===== config.mk =====
export PLATFORM = sky130hd
export DESIGN_NAME = pipelined_barrel_shifter
export DESIGN_NICKNAME = d
export VERILOG_FILES = /design/src/rtl/pipelined_barrel_shifter.sv
export SDC_FILE = /design/constraint.sdc
export NUM_CORES = 1
export LEC_CHECK = 0
export ABC_CLOCK_PERIOD_IN_PS = 2300
export CAP_MARGIN = 10
export CELL_PAD_IN_SITES_DETAIL_PLACEMENT = 0
export CELL_PAD_IN_SITES_GLOBAL_PLACEMENT = 1
export CORE_ASPECT_RATIO = 0.75
export CORE_MARGIN = 2
export CORE_UTILIZATION = 38
export CTS_CLUSTER_DIAMETER = 100
export DETAILED_ROUTE_END_ITERATION = 12
export HOLD_SLACK_MARGIN = 0.12
export PLACE_DENSITY = 0.89
export SYNTH_ARGS = -nofsm -noshare
export SYNTH_HDL_FRONTEND = slang
export SYNTH_SLANG_ARGS = --single-unit

===== constraint.sdc =====
create_clock -name clk -period 2.3 [get_ports clk]
set_input_delay 0.46 -clock clk [delete_from_list [all_inputs] [get_ports clk]]
set_output_delay 0.46 -clock clk [all_outputs]
set_load 0.01 [all_outputs]

===== src/rtl/pipelined_barrel_shifter.sv =====
// Pipelined barrel shifter (SLL/SRL/SRA/ROR) with valid/ready on both sides.
// The shift levels are split evenly across PIPE_STAGES register stages; bubbles collapse.
module pipelined_barrel_shifter #(
  parameter  int WIDTH       = 32,
  parameter  int PIPE_STAGES = 2,
  localparam int AMT_W       = $clog2(WIDTH)
) (
  input  logic             clk,
  input  logic             rst,
  input  logic             in_valid,
  output logic             in_ready,
  input  logic [WIDTH-1:0] in_data,
  input  logic [AMT_W-1:0] in_amt,
  input  logic [1:0]       in_op,
  output logic             out_valid,
  input  logic             out_ready,
  output logic [WIDTH-1:0] out_data
);

  localparam int LPS = (AMT_W + PIPE_STAGES - 1) / PIPE_STAGES;

  logic [PIPE_STAGES-1:0]            stage_valid;
  logic [PIPE_STAGES-1:0][WIDTH-1:0] stage_data;
  logic [PIPE_STAGES-1:0][AMT_W-1:0] stage_amt;
  logic [PIPE_STAGES-1:0][1:0]       stage_op;
  logic [PIPE_STAGES-1:0]            stage_sign;
  logic [PIPE_STAGES:0]              load;

  // One mux level: shift by 2^k according to op.
  function automatic logic [WIDTH-1:0] shift_level(input logic [WIDTH-1:0] d,
                                                   input logic [1:0] op,
                                                   input logic sign,
                                                   input int k);
    logic [WIDTH-1:0] fill;
    int sh;
    sh   = 1 << k;
    fill = ~({WIDTH{1'b1}} >> sh);
    case (op)
      2'b00:   shift_level = d << sh;
      2'b01:   shift_level = d >> sh;
      2'b10:   shift_level = (d >> sh) | (sign ? fill : '0);
      default: shift_level = (d >> sh) | (d << (WIDTH - sh));
    endcase
  endfunction

  // Backward load chain: a stage may load if it is empty or its contents move on.
  always_comb begin
    load = '0;
    load[PIPE_STAGES] = out_ready;
    for (int s = PIPE_STAGES - 1; s >= 0; s--) begin
      load[s] = !stage_valid[s] || load[s+1];
    end
  end

  for (genvar gi = 0; gi < PIPE_STAGES; gi++) begin : g_stage
    localparam int LO = (gi * LPS < AMT_W) ? gi * LPS : AMT_W;
    localparam int HI = ((gi + 1) * LPS < AMT_W) ? (gi + 1) * LPS : AMT_W;

    logic             src_valid;
    logic [WIDTH-1:0] src_data;
    logic [AMT_W-1:0] src_amt;
    logic [1:0]       src_op;
    logic             src_sign;
    logic [WIDTH-1:0] shifted;

    logic             valid_q, valid_d;
    logic [WIDTH-1:0] data_q, data_d;
    logic [AMT_W-1:0] amt_q, amt_d;
    logic [1:0]       op_q, op_d;
    logic             sign_q, sign_d;

    if (gi == 0) begin : g_src_in
      assign src_valid = in_valid;
      assign src_data  = in_data;
      assign src_amt   = in_amt;
      assign src_op    = in_op;
      assign src_sign  = in_data[WIDTH-1];
    end else begin : g_src_stage
      assign src_valid = stage_valid[gi-1];
      assign src_data  = stage_data[gi-1];
      assign src_amt   = stage_amt[gi-1];
      assign src_op    = stage_op[gi-1];
      assign src_sign  = stage_sign[gi-1];
    end

    always_comb begin
      shifted = src_data;
      for (int k = LO; k < HI; k++) begin
        if (src_amt[k]) shifted = shift_level(shifted, src_op, src_sign, k);
      end
    end

    // Payload only moves with a valid item, so a stalled or drained output keeps its data.
    always_comb begin
      valid_d = valid_q;
      data_d  = data_q;
      amt_d   = amt_q;
      op_d    = op_q;
      sign_d  = sign_q;
      if (load[gi]) begin
        valid_d = src_valid;
        if (src_valid) begin
          data_d = shifted;
          amt_d  = src_amt;
          op_d   = src_op;
          sign_d = src_sign;
        end
      end
    end

    always_ff @(posedge clk or posedge rst) begin
      if (rst) begin
        valid_q <= 1'b0;
        data_q  <= '0;
        amt_q   <= '0;
        op_q    <= '0;
        sign_q  <= 1'b0;
      end else begin
        valid_q <= valid_d;
        data_q  <= data_d;
        amt_q   <= amt_d;
        op_q    <= op_d;
        sign_q  <= sign_d;
      end
    end

    assign stage_valid[gi] = valid_q;
    assign stage_data[gi]  = data_q;
    assign stage_amt[gi]   = amt_q;
    assign stage_op[gi]    = op_q;
    assign stage_sign[gi]  = sign_q;
  end

  assign in_ready  = load[0];
  assign out_valid = stage_valid[PIPE_STAGES-1];
  assign out_data  = stage_data[PIPE_STAGES-1];

  // Last-stage control and consumed amount bits have no further reader.
  logic unused_ok;
  assign unused_ok = ^{stage_amt, stage_op[PIPE_STAGES-1], stage_sign[PIPE_STAGES-1]};

endmodule


### Word-level counts from Yosys, hierarchy flattened

Index checks and enable logic that the tools add are counted.

| word-level totals | value |
|---|---|
| bits of input ports | 43 |
| bits in registers | 74 |
| logic and storage cells | 44 |

| cells by class | value |
|---|---|
| equality and inequality tests | 4 |
| bitwise gates (word level) | 10 |
| reductions and logical operators | 8 |
| multiplexer cells | 15 |

Operators by type and width:

| cell | count |
|---|---|
| $pmux 32 s3 | 5 |
| $mux 32 | 10 |
| $or 16x32->32 | 2 |
| $or 24x32->32 | 2 |
| $or 28x32->32 | 2 |
| $or 30x32->32 | 2 |
| $or 31x32->32 | 2 |
| $eq 2x1->1 const B | 2 |
| $eq 2x2->1 const B | 2 |
| $logic_not 2->1 | 2 |
| $reduce_and 2->1 | 2 |
| $logic_not 1->1 | 2 |
| $logic_or 1x1->1 | 2 |

### Depth between registers and ports, before layout

Gate-level depths: netlist of run 1.

| depth | value |
|---|---|
| depth after elaboration | 10 |
| depth in mapped cells | 8 |
| mapped depth without buffers | 5 |

### Worst setup path after synthesis of run 1

Ideal clock, no wire load.

| timing | value |
|---|---|
| kind | input-to-reg |
| start | in in_op[0] |
| end | reg g_stage[0].data_q[1] |
| path buffers | 2 |
| arrival time | 1.530 ns |
| setup slack | 0.642 ns |
| library setup time | 0.129 ns |
| stages on the path | 7 |
| cells stage by stage | or2_1 -> buf_6 -> buf_2 -> nand2_1 -> nand3_1 -> a221oi_1 -> a21oi_1 |

| on the way | value |
|---|---|
| word-level cells in the longest chain between the ends | 9 |

Ends and longest elaborated chain:

| item | line | RTL |
|---|---|---|
| start, declared | 14 | `input logic [1:0] in_op,` |
| $eq 2x2->1, or another cell as far along | 38 | `case (op)` |
| $pmux 32 s3 | 38 |  |
| $mux 32 | 89 | `if (src_amt[k]) shifted = shift_level(shifted, src_op, src_sign, k);` |
| $or 30x32->32 (on tied branches) | 42, 41 |  |
| $pmux 32 s3 | 38 |  |
| $mux 32 | 89 |  |
| $or 28x32->32 (on tied branches) | 42, 41 |  |
| $pmux 32 s3 | 38 |  |
| $mux 32 * | 89 |  |
| end signal, assigned | 120 | `data_q <= data_d;` |
| end, declared | 67 | `logic [WIDTH-1:0] data_q, data_d;` |

Every way passes the cells marked *; elsewhere a longest branch is shown, timed or not.
A chain may end at the register's enable or synchronous reset.

### Worst setup path in the final report of run 1

| timing | value |
|---|---|
| start | in out_ready |
| end | out in_ready |

| on the way | value |
|---|---|
| word-level cells in the longest chain between the ends | 2 |

Ends and longest elaborated chain:

| item | line | RTL |
|---|---|---|
| start, declared | 16 | `input logic out_ready,` |
| $logic_or 1x1->1 (2 in series) | 51 | `load[s] = !stage_valid[s] \|\| load[s+1];` |
| end, declared | 11 | `output logic in_ready,` |

Every way passes these cells.

==> results of run 1 <==
-- flip-flops by register name, indices dropped and copies added (netlist names) --
signal,count
g_stage.valid_q,1
g_stage.data_q,32
out_valid,1
g_stage.amt_q,2
out_data,32
g_stage.op_q,2
g_stage.sign_q,1
-- power groups by stage --
stage	sequential [mW]	clock [mW]	combinational [mW]
2_1_floorplan	1.83	0	1.30
3_3_place_gp	1.90	0	2.39
3_5_place_dp	1.90	0	2.41
6_report	1.89	1.48	2.45
5_1_grt	1.93	1.54	2.66
4_1_cts	1.88	1.49	2.41
-- layer usage --
layer | wire [um] | vias to the layer above | global-route usage (%)
li1 | - | 3715 | -
met1 | 12500 | 3829 | 44.0
met2 | 11800 | 504 | 44.1
met3 | 3420 | 61 | 9.24
met4 | 842 | 0 | 10.3
met5 | 0 | - | 0
-- cell usage after synthesis (5+ instances only) --
cell and count:
nand2_1 196, a21oi_1 77, dfrtp_1 71, o21ai_0 71
nor2_1 66, nand3_1 41, buf_2 38, a31oi_1 36
mux2i_1 32, nand2b_1 28, a311oi_1 25, clkbuf_1 24
o22ai_1 23, o211ai_1 21, nor2b_1 15, and3_1 13
a211o_1 12, buf_4 12, and2_1 10, o21a_1 10
a211oi_1 9, nor3_1 9, a32oi_1 8, nand4_1 7
o21ai_1 7, buf_6 6, a21boi_0 5, o32ai_1 5
-- per-stage QoR --
step	hold WS [ns]	setup WS, ns	setup TNS, ns	util, %
floorplan	0.457	0.0434	0	-
global placement	0.464	-0.105	-0.524	49.5
detailed placement	0.469	-0.122	-0.698	49.5
CTS	0.444	0.0516	0	51.3
global route	0.473	0.0192	0	51.3
finish	0.431	0.0690	0	51.3
-- logic make-up (layout without fill, tap and decap cells) --
kind of cell | Yosys count | after routing | share of synthesized area (%)
compound gates | 336 | 336 | 32.7
buf+inv | 90 | 234 | 7.17
flops | 71 | 71 | 26.7
mux | 37 | 37 | 6.01
simple gates | 403 | 403 | 27.4
-- worst max-delay path: stages --
cell and delay [ns]:
clkdlybuf4s50_1 0.46, nand3b_1 0.25, clkdlybuf4s50_1 0.59
-- final timing paths --
check                                      to  slack [ns]
max                                  in_ready        0.07
min                               out_data[4]        0.43
max reg2reg                      out_data[15]        0.34
min reg2reg                      out_data[26]        0.48
max in group asynchronous  g_stage[0].op_q[0]        1.35
min in group clk                 out_data[26]        0.48
-- layout make-up --
class / count / share of cell area (%)
Tap cell: 236 / 3.39
Timing Repair Buffer: 213 / 22.0
Multi-Input combinational cell: 776 / 50.5
Inverter: 5 / 0.215
Clock inverter: 7 / 0.905
Clock buffer: 9 / 2.58
Sequential cell: 71 / 20.4
==> metrics.md, run 1 <==
| Metric | Value |
|---|---|
| Period utilization | `97.0%` |
| Dpl hpwl | `~22,000 um` |
| Total Power | `5.82 mW` |
| Placed cell count | `1,301` |
| Synth area leader | `dfrtp_1` |
| Critical Path Sink Type | `primary output` |
| Total gr overflow | `0` |
| Filler instances | `1,647` |
| Pre-antenna DRT Iters | `5` |
| Skew final | `0.00943 ns` |
| Seq. cell area | `1780 um^2` |
| Max_slew headroom | `32.5%` |
| Cells after Synth | `937` |
| Iter 0 DRT Violations | `1,133` |
| Share of layout cells above drive strength 1 | `approximately 16%` |
| Unrepaired setup endpoints after global routing | `no` |
| Final non-filler cell total | `1,317` |
| Worst Setup SP | `out_ready` |
| Static Leak | `3.61 nW` |
| Gate power share | `42.1%` |
| Clock buffer depth | `2` |
| Ant. Diodes | `0` |
| Multi-input logic area | `~4400 um^2` |
| Standard-cell row count | `41` |
| Top FF cell, synth | `dfrtp_1` |
| Reg clk slew, reported paths | `0.07 ns` |
| Drt via density | `6.16` |
| DRC Markers | `0` |
| Tot GR Track Use | `30.9%` |
| P_int | `3.52 mW` |
| Core box area | `approximately 17,000 um^2` |
| Worst Path Max Fanout | `5` |
| Synthesis-stage register bit count | `71` |
| Buffers on Ports | `76` |
| Die area | `18,600 um^2` |
| Top area cells in the synthesized netlist | `dfrtp_1 (27%), nand2_1 (11%), a21oi_1 (5.8%)` |
| Max-slew violations | `0` |
| CP Data Arrival Time | `between 1.5 and 2 ns` |
| Clock network power share | `25.4%` |
| Req. time, crit path | `about 1.8 ns` |
| Synth Warn # | `0` |
| Fmax | `~0.45 GHz` |
| Post-synthesis sequential area ratio | `26.7%` |
| TritonCTS Buffers | `9` |
| Via count | `8,109` |
| Largest net degree at the start of global routing | `65` |
| Io pins | `77` |
| Vias in the first global route | `between 7,000 and 8,000` |
| Final Hold Viols | `0` |
| Starting Density | `roughly two fifths` |
| H-tree depth | `3` |
| Post-synthesis cell type count | `between 60 and 70` |
| Maxcap violations | `0` |
| Global-route wire length before repair | `44,200 um` |
| Nets@finish | `1,119` |
| Design area | `8710 um^2` |
| CTS root buf | `clkbuf_16` |
| CTS tree | `built` |
| Pwr/cell area | `between 600 and 700 nW/um^2` |
| Die Ht | `119 um` |
| Post-synth net total | `980` |
| Post-route minimum period | `2.23 ns` |
| Avg WL per Cell | `roughly 22 um` |
| Hold buffers post-CTS | `0` |
| ANT nets after route | `0` |
| Beginning of the worst register-to-register path | `g_stage[0].op_q[0]` |
| Most frequent cells in the layout | `nand2_1 (195), buf_4 (127), a21oi_1 (77)` |
| Worst setup SP type | `input pin` |
| Critical path class | `input pin to primary output` |
| CTS sink cnt | `71` |
| RePlAce Congestion | `~1.0` |
| R2R depth | `4` |
| Syn_area_per_cell | `approximately 7 um^2` |
| DP Area | `8410 um^2` |
| Sequential share of power | `32.5%` |
| Most common cell after layout, fill and taps aside | `nand2_1` |
| Synth-to-layout area growth | `31.1%` |
| Ys async rst share | `100%` |
| Synthesized area | `6650 um^2` |
| Die Wd | `157 um` |
| Initial antenna violation count | `0` |
| IR Drop Worst-Case VDD | `0.335 mV` |
| Clock latency on the worst-skew pair | `~0.34 ns` |
| Min-delay worst type | `input pin to asynchronous set/reset pin` |
| Final setup viols | `0` |
| Sw frac | `39.6%` |
| EDFF count, synth | `0` |
| Post-CTS sizing | `0` |
| Outcome | `completed` |
| Routed WL | `28,600 um` |
| Area share of the largest cell type after synthesis | `26.7%` |
| P_sw | `~2.3 mW` |
| Slew @ Worst Pin | `between 1 and 1.5 ns` |
| Setup Buffers After CTS | `0` |
Note: power is estimated with default switching activity, not from simulation.
==> run 2: changes to the inputs <==
- SLEW_MARGIN: default -> 30
==> results of run 2 <==
Final layout, timing and power as in run 1 (identical DEF).
==> run 3: changes to the inputs <==
- ABC_CLOCK_PERIOD_IN_PS: 2300 -> 1900
- clock period: 2.3 -> 1.9 ns (I/O delays scaled with it)
==> metrics.md, run 3 (synthesis results as in run 1) <==
| Metric | Value |
|---|---|
| Initial antenna violation count | `0 (unchanged)` |
| P_sw | `2.76 mW (was 2.31 mW)` |
| Period utilization | `100%` |
| Req. time, crit path | `2.12 ns (was 1.84 ns)` |
| Most common cell after layout, fill and taps aside | `nand2_1 (unchanged)` |
| Worst setup SP type | `input pin (unchanged)` |
| P_int | `4.38 mW (was 3.52 mW)` |
| Nets@finish | `1,180 (was 1,119)` |
| Total gr overflow | `0 (unchanged)` |
| TritonCTS Buffers | `9 (unchanged)` |
| WHS | `0.353 ns (was 0.431 ns)` |
| Tot GR Track Use | `29.4% (was 30.9%)` |
| Routed WL | `27,700 um (was 28,600 um)` |
| Pwr/cell area | `770 nW/um^2 (was 668 nW/um^2)` |
| Slew @ Worst Pin | `0.578 ns (was 1.01 ns)` |
| DR WL met2 | `11,500 um (was 11,800 um)` |
| Vias in the first global route | `7,824 (was 7,709)` |
| DRC Markers | `0 (unchanged)` |
| Critical path class | `input pin to flip-flop (was input pin to primary output)` |
| Failing checks | `setup timing` |
| Pre-antenna DRT Iters | `8 (was 5)` |
| Placed cell count | `1,358 (was 1,301)` |
| Reg clk slew, reported paths | `0.07 ns (about the same)` |
| Synth-to-layout area growth | `39.5% (was 31.1%)` |
| Sequential share of power | `31.9% (was 32.5%)` |
| Worst Path Max Fanout | `10 (was 5)` |
| Setup TNS | `-0.00680 ns (was 0 ns)` |
| Min-delay worst type | `input pin to asynchronous set/reset pin (unchanged)` |
| Drt via density | `6.22 (was 6.16)` |
| Wl on met1 | `11,300 um (was 12,500 um)` |
| Global-route wire length before repair | `42,800 um (was 44,200 um)` |
| H-tree depth | `3 (unchanged)` |
| Share of layout cells above drive strength 1 | `21.3% (was 16.4%)` |
| Hold buffers post-CTS | `0 (unchanged)` |
| Die Ht | `119 um (unchanged)` |
| Static Leak | `3.95 nW (was 3.61 nW)` |
| Buffers on Ports | `76 (unchanged)` |
| Unrepaired setup endpoints after global routing | `no (unchanged)` |
| Final non-filler cell total | `1,378 (was 1,317)` |
| IR Drop Worst-Case VDD | `0.410 mV (was 0.335 mV)` |
| Fmax | `around 0.52 GHz` |
| Ant. Diodes | `0 (unchanged)` |
| Skew final | `0.0109 ns (was 0.00943 ns)` |
| Max-slew violations | `0 (unchanged)` |
| Outcome | `complete, but fails checks (was completed)` |
| Largest net degree at the start of global routing | `65 (unchanged)` |
| Starting Density | `39.1% (unchanged)` |
| Final Hold Viols | `0 (unchanged)` |
| CTS root buf | `clkbuf_16 (unchanged)` |
| Dpl hpwl | `21,200 um (was 21,900 um)` |
| Die area | `18,600 um^2 (unchanged)` |
| Via count | `8,565 (was 8,109)` |
| Most frequent cells in the layout | `nand2_1 (195), buf_4 (182), a21oi_1 (77) (was nand2_1 (195), buf_4 (127), a21oi_1 (77))` |
| Clock latency on the worst-skew pair | `0.35 ns (was 0.34 ns)` |
| CTS tree | `built (unchanged)` |
| Post-route minimum period | `between 1.5 and 2 ns` |
| Die Wd | `157 um (unchanged)` |
| Iter 0 DRT Violations | `1,568 (was 1,133)` |
| Avg WL per Cell | `20.1 um (was 21.7 um)` |
| Critical Path Sink Type | `flip-flop (was primary output)` |
| Final Util | `54.6% (was 51.3%)` |
| Io pins | `77 (unchanged)` |
| Post-layout worst setup margin | `-0.00680 ns (was 0.0690 ns)` |
| Clock network power share | `24.2% (was 25.4%)` |
| Maxcap violations | `0 (unchanged)` |
| Clock buffer depth | `2 (unchanged)` |
| Max layer used | `met4 (unchanged)` |
| Gate power share | `43.9% (was 42.1%)` |
| Filler instances | `1,596 (was 1,647)` |
| Met3 WL | `3780 um (was 3420 um)` |
| ANT nets after route | `0 (unchanged)` |
| CP Data Arrival Time | `2.13 ns (was 1.77 ns)` |
| CTS sink cnt | `71 (unchanged)` |
| Sw frac | `38.7% (was 39.6%)` |
| Core box area | `17,000 um^2 (unchanged)` |
| RePlAce Congestion | `1.16 (was 1.05)` |
| Final setup viols | `1 (was 0)` |
| Standard-cell row count | `41 (unchanged)` |
| Max_slew headroom | `61.3% (was 32.5%)` |
==> run 3: cell types whose count changed in the layout (fill, tap and decap cells not counted), moves of 3 or more <==
| cell | previous run | this run |
|---|---|---|
| a311oi_2 | 0 | 3 |
| buf_4 | 127 | 182 |
| buf_12 | 11 | 14 |
| clkdlybuf4s50_1 | 74 | 71 |
| a311oi_1 | 25 | 22 |
==> run 3: path summary, 6_finish.rpt <==
path | end | depth (start not counted) | from | slack (ns)
hold reg to reg | out_data[12] | 2 | out_data[12] | 0.48
setup / recovery | g_stage[0].data_q[15] | 8 | in_amt[2] | -0.007
min in group clk | out_data[12] | 2 | out_data[12] | 0.48
hold / removal | out_data[7] | 2 | rst | 0.35
max in group asynchronous | g_stage[0].data_q[20] | 3 | rst | 1.05
setup reg to reg | out_data[21] | 7 | g_stage[0].op_q[0] | 0.08
==> run 3: layout make-up <==
type	instances	area [um^2]	area share, %
tap	236	295	3.18
multi-input combinational	776	4430	47.8
clock inverter	7	72.6	0.783
clock buffer	9	225	2.43
inverter	5	22.5	0.243
sequential	71	1780	19.2
timing repair buffer	274	2440	26.4
==> run 3: critical path, stage by stage <==
cell and delay (ns):
clkdlybuf4s50_1 0.44, buf_12 0.16, inv_1 0.18, buf_4 0.20, nand2_1 0.15, nor2_1 0.20
a21boi_1 0.31, nor3_1 0.10
==> run 3: metrics by stage <==
stage	setup WS, ns	power, mW	area, um^2
3_3_place_gp	-0.492	5.28	8880
6_report	-0.00680	7.14	9270
5_1_grt	0.000227	7.48	9270
3_5_place_dp	-0.529	5.32	8880
4_1_cts	0.0133	7.07	9210
2_1_floorplan	0.322	3.79	6650
==> run 3: layer usage <==
layer,vias to the layer above,global-route usage (%)
met3,121,7.92
li1,3842,-
met1,3953,41.7
met2,649,42.8
met4,0,10.3
met5,-,0
==> run 3: repair_timing <==
action                                  4_1_cts  5_1_grt
buffers inserted                              1        2
gates cloned                                  0        1
gates resized for setup                       6        9
endpoints found under the setup margin        6       20
pin swaps                                     1        4
==> run 3: power by group through the flow <==
stage	Combinational [mW]	Clock, mW	Sequential [mW]
global route	3.36	1.81	2.32
finish	3.14	1.73	2.27
CTS	3.06	1.74	2.26
floorplan	1.57	0	2.22
detailed placement	3.03	0	2.29
global placement	3.00	0	2.28
